--- src/rtl/minimips_pkg.sv ---
// minimips_pkg: shared ALU op encodings for the MiniMIPS datapath
package minimips_pkg;
  localparam int OP_W = 2;
  typedef enum logic [OP_W-1:0] {
    OP_ADD  = 2'b00,
    OP_SUB  = 2'b01,
    OP_ADDC = 2'b10,
    OP_RSV  = 2'b11
  } op_e;
endpackage

--- src/rtl/adder_slice.sv ---
// adder_slice: S-bit ripple-carry adder chained from full_adder cells
module adder_slice #(
  parameter int S = 8
) (
  input  logic [S-1:0] a,
  input  logic [S-1:0] b,
  input  logic         c_in,
  output logic [S-1:0] sum,
  output logic         c_out
);
  logic [S:0] c;
  assign c[0]  = c_in;
  assign c_out = c[S];
  for (genvar i = 0; i < S; i++) begin : g_fa
    full_adder u_fa (
      .a    (a[i]),
      .b    (b[i]),
      .c_in (c[i]),
      .sum  (sum[i]),
      .c_out(c[i+1])
    );
  end
endmodule

--- src/rtl/full_adder.sv ---
// full_adder: single-bit full adder cell
module full_adder (
  input  logic a,
  input  logic b,
  input  logic c_in,
  output logic sum,
  output logic c_out
);
  assign sum   = a ^ b ^ c_in;
  assign c_out = (a & b) | (c_in & (a ^ b));
endmodule

--- src/rtl/pipe_adder.sv ---
// pipe_adder: WIDTH-bit add/sub/addc unit with the carry chain split over STAGES registered slices
module pipe_adder
  import minimips_pkg::*;
#(
  parameter int WIDTH  = 32,
  parameter int STAGES = 4
) (
  input  logic             clk,
  input  logic             rst_n,
  input  logic             in_valid,
  output logic             in_ready,
  input  logic [WIDTH-1:0] a,
  input  logic [WIDTH-1:0] b,
  input  logic [OP_W-1:0]  op,
  input  logic             cin,
  output logic             out_valid,
  input  logic             out_ready,
  output logic [WIDTH-1:0] result,
  output logic             c_out,
  output logic             overflow,
  output logic             zero
);
  localparam int S = WIDTH / STAGES;
  localparam int L = STAGES - 1;
  logic stall;
  logic unused_ok;
  if (WIDTH % STAGES != 0) begin : g_bad
    $fatal(1, "pipe_adder: WIDTH must be a multiple of STAGES");
  end
  for (genvar k = 0; k < STAGES; k++) begin : g
    logic             v_q, c_q, v_i, c_i, c_o;
    logic [WIDTH-1:0] a_q, b_q, s_q, a_i, b_i, s_i, s_d;
    logic [S-1:0]     sum;
    if (k == 0) begin : g_in
      assign v_i = in_valid;
      assign a_i = a;
      assign b_i = op == OP_SUB ? ~b : b;
      assign c_i = op == OP_SUB || (op == OP_ADDC && cin);
      assign s_i = '0;
    end else begin : g_mid
      assign v_i = g[k-1].v_q;
      assign a_i = g[k-1].a_q;
      assign b_i = g[k-1].b_q;
      assign c_i = g[k-1].c_q;
      assign s_i = g[k-1].s_q;
    end
    adder_slice #(.S(S)) u_slice (
      .a    (a_i[k*S +: S]),
      .b    (b_i[k*S +: S]),
      .c_in (c_i),
      .sum  (sum),
      .c_out(c_o)
    );
    // splice this slice's sum into the partial result carried down the pipe
    always_comb begin
      s_d = s_i;
      s_d[k*S +: S] = sum;
    end
    // stage register: holds everything while the output is stalled
    always_ff @(posedge clk) begin
      if (!rst_n) begin
        v_q <= 1'b0;
        c_q <= 1'b0;
        a_q <= '0;
        b_q <= '0;
        s_q <= '0;
      end else if (!stall) begin
        v_q <= v_i;
        c_q <= c_o;
        a_q <= a_i;
        b_q <= b_i;
        s_q <= s_d;
      end
    end
  end
  assign stall     = out_valid && !out_ready;
  assign in_ready  = !stall;
  assign out_valid = g[L].v_q;
  assign result    = g[L].s_q;
  assign c_out     = g[L].c_q;
  assign overflow  = (g[L].a_q[WIDTH-1] == g[L].b_q[WIDTH-1]) && (result[WIDTH-1] != g[L].a_q[WIDTH-1]);
  assign zero      = ~|result;
  assign unused_ok = ^{g[L].a_q, g[L].b_q};
endmodule

--- config.mk ---
export PLATFORM = sky130hd
export DESIGN_NAME = pipe_adder
export DESIGN_NICKNAME = d
export VERILOG_FILES = /design/src/rtl/minimips_pkg.sv /design/src/rtl/adder_slice.sv /design/src/rtl/full_adder.sv /design/src/rtl/pipe_adder.sv
export SDC_FILE = /design/constraint.sdc
export NUM_CORES = 1
export LEC_CHECK = 0
export BUFFER_PORTS_ARGS = -buffer_cell sky130_fd_sc_hd__buf_2
export CAP_MARGIN = 30
export CORE_ASPECT_RATIO = 1.1
export CORE_MARGIN = 2
export CORE_UTILIZATION = 43
export CTS_CLUSTER_DIAMETER = 40
export CTS_CLUSTER_SIZE = 30
export DETAILED_ROUTE_END_ITERATION = 7
export GPL_TIMING_DRIVEN = 0
export PLACE_DENSITY_LB_ADDON = 0.12
export SLEW_MARGIN = 10
export SYNTH_ARGS = -nofsm -noshare
export SYNTH_HDL_FRONTEND = slang
export SYNTH_SLANG_ARGS = --single-unit
--- constraint.sdc ---
create_clock -name clk -period 5.05 [get_ports clk]
set_clock_uncertainty 0.05 [all_clocks]
set_input_delay 0.2525 -clock clk [delete_from_list [all_inputs] [get_ports clk]]
set_output_delay 0.2525 -clock clk [all_outputs]
set_load 0.01 [all_outputs]
==> flow_summary.ini <==
[place]
post-place-ws_ps = 364.2
place_hpwl_um = 14180
port_buffers = 106
dp_cells = 1231
place_congestion = 0.7846

[grt]
first_global_vias = 5771
grt_start_max_net_pins = 17
grtUsageTotal_pct = 20.26
grt_pass1_wl_um = 30690
antenna_found_initial = 0
grt_overflow = 0

[clocking]
numCtsBuffers = 17
clk_latency_ps = 430
cts_tree = yes
clk_pin_slew_ps = 70
cts_resized = 0
cts_buffer_depth = 2
clock-sinks = 186
cts-root-buf = clkbuf_16
h-tree-depth = 4

[floorplanning]
die_h_um = 146.8
rows = 52
start_util_pct = 43.61
fp.dieArea_sq_mm = 0.01965
die_w_um = 133.8
pin_count = 108
core_sq_mm = 0.01828

[yosys]
synth-adder-area-share_pct = 8.035
synth_top_family_by_area = compound AO/OA/AOI/OAI gates
ys_types = 25
ys_ff_latch = 186
synthCells = 882
synth_top_cell_area_share_pct = 46.70
syn_area_per_cell_sq_um = 9.039
yosys.area_share.simple_pct = 15.96
synthTopCellsByArea = dfxtp_1 47%, nand2_1 15%, a21boi_1 10%, fa_1 8.0%, a21boi_0 3.5%
synthMuxAreaShare_pct = 0
synth_top_cell_by_area = dfxtp_1
synth-xor-area-share_pct = 3.515
syn-num-nets = 985
synth_seq_area_share_pct = 46.70
synth-compound-area-share_pct = 18.64
mappedNetlistArea_sq_mm = 0.007973
yosysWarningCount = 0

[job]
maxCapViolCount = 0

[critical_path]
end_kind = register
crit_top_cell = fa_1
critPathLaunchType = input port
crit_buf_inv = 4
cp_top_family = adder cells
path_class = in -> reg
crit_slowest_cell = fa_1
worstPathMaxFanout = 10
crit_chain = buf_2 -> nor2b_1 -> buf_4 -> buf_6 -> xnor2_1 -> fa_1 -> fa_1 -> fa_1 -> fa_1 -> fa_1 -> fa_1 -> fa_1 -> inv_1 -> fa_1 -> nand2_1 -> a21boi_1
required_ps = 5320
crit_arrival_ps = 4530
slowest_delay_ps = 470

[timing]
worstMarginPinSlew_ps = 641.1
hold_viol = 0
period_minus_slack_ps = 4257
finalMaxSlewViolations = 0
period_share_pct = 84.30
setup_violations = 0
max_freq_ghz = 0.2349
setup_slack_ps = 792.9
timing.setup.tns_ps = 0
slew_headroom_pct = 57.26
grt_setup_unrepaired = false

[power]
leakagePower_nw = 4.109
vdd_drop_max_uv = 245.0
total_power_w = 0.003477
power_density_mw_per_mm2 = 363.4

[cells_and_area]
multi_input_area_sq_mm = 0.003680
area_growth_pct = 20.01
layoutNonFillerInstCount = 1272
seqCellArea_sq_mm = 0.003724
nNetsFinal = 1119
final_layout_size_suffix_gt1_share_pct = 17.88
n_antenna_cell = 0
nFillCells = 1825

[drt]
drt_pre_antenna_iters = 4
drt-vias-per-instance = 4.686
vias = 5960
drt_iter0_drc = 345
drt_wl_total_um = 19010
drc = 0
antenna_left = 0
avgRoutedWirePerCell_um = 14.94

[hold_path]
min_path_type = in -> reg

[outcome]
run_status = complete, no violations
==> where the power goes <==
part           total [W]  leakage, nW  internal (W)  switching [W]
clock network    0.00150        0.331      0.000934       0.000569
registers        0.00162         1.53       0.00157      0.0000570
logic           0.000350         2.25      0.000169       0.000181
==> cell usage after synthesis <==
master and n:
a21boi_0 37, a21boi_1 108, a21oi_1 25, and3_1 2, buf_2 19, buf_4 4, buf_6 21, buf_8 1
clkbuf_1 20, dfxtp_1 186, fa_1 32, inv_1 29, inv_6 1, nand2_1 310, nand4_1 2, nor2_1 2
nor2b_1 2, nor2b_4 1, nor4_1 8, o211a_1 14, o21a_1 1, o21ai_0 24, o21ai_1 1, xnor2_1 31
xor2_1 1
==> kinds of logic after synthesis <==
group,after synthesis
flip-flops,186
AO/OA/AOI/OAI,210
buffers and inverters,95
adder cells (fa/ha/maj),32
XOR/XNOR,32
AND/OR/NAND/NOR,327
==> flip-flops by register name, summed over array words and instances (netlist names) <==
signal / cells
g.s_q: 48
out_valid: 1
result: 32
c_out: 1
g.v_q: 3
g.a_q: 49
g.c_q: 3
g.b_q: 49
==> metal layers <==
metal / GRT usage (%) / wire length [um] / vias up
li1: - / - / 3106
met5: 0 / 0 / -
met4: 5.691 / 274 / 0
met2: 32.18 / 8703 / 101
met3: 3.278 / 607 / 16
met1: 28.62 / 9420 / 2737
==> path summary, 6_finish.rpt <==
check	start	to	slack [ps]	cells after the start
setup / recovery	op[0]	g[0].s_q[7]	790	16
hold / removal	a[31]	g[0].a_q[31]	10	3
setup reg to reg	g[0].c_q	g[1].s_q[15]	820	13
hold reg to reg	g[1].s_q[13]	g[1].s_q[13]	400	2
==> timing repair <==
item / CTS / global route
hold buffers: 9 / 0
buffers inserted: 0 / 0
endpoints found under the hold margin: 9 / 0
==> cells in the final DEF (no fill, tap or decap), types with 2 or more instances in the layout <==
master	instances
nand2_1	310
dfxtp_1	186
buf_2	125
a21boi_1	108
a21boi_0	37
fa_1	32
xnor2_1	31
inv_1	29
a21oi_1	25
o21ai_0	24
buf_6	21
clkbuf_1	21
clkbuf_16	17
o211a_1	14
dlygate4sd3_1	9
nor4_1	8
bufinv_16	5
buf_4	4
clkbuf_8	4
nor2b_1	2
nand4_1	2
nor2_1	2
inv_6	2
and3_1	2
clkinv_4	2
clkinv_2	2
==> cell type report <==
type | instances | area share (%)
well taps | 243 | 3.178
repair buffers | 115 | 6.486
inverters | 30 | 1.229
plain buffers | 65 | 4.721
clock buffers | 22 | 5.061
clock inverters | 10 | 1.948
multi-input cells | 601 | 38.46
flip-flops and latches | 186 | 38.92
==> stage by stage <==
stage          hold WS [ps]  util, %  area (sq um)
2_1_floorplan         341.7        -          7973
3_3_place_gp          388.8    48.17          8807
3_5_place_dp          394.3    48.17          8807
4_1_cts             0.05151    52.33          9568
5_1_grt               13.24    52.33          9568
6_report              14.51    52.33          9568
==> worst reg2reg max path: stages (launching register included) <==
cell and delay, ps:
dfxtp_1 310, inv_1 130, fa_1 200, inv_1 60, fa_1 440, fa_1 460
fa_1 460, fa_1 460, fa_1 460, fa_1 420, inv_1 90, fa_1 410
nand2_1 90, o211a_1 130
(Power assumes the default switching activity.)
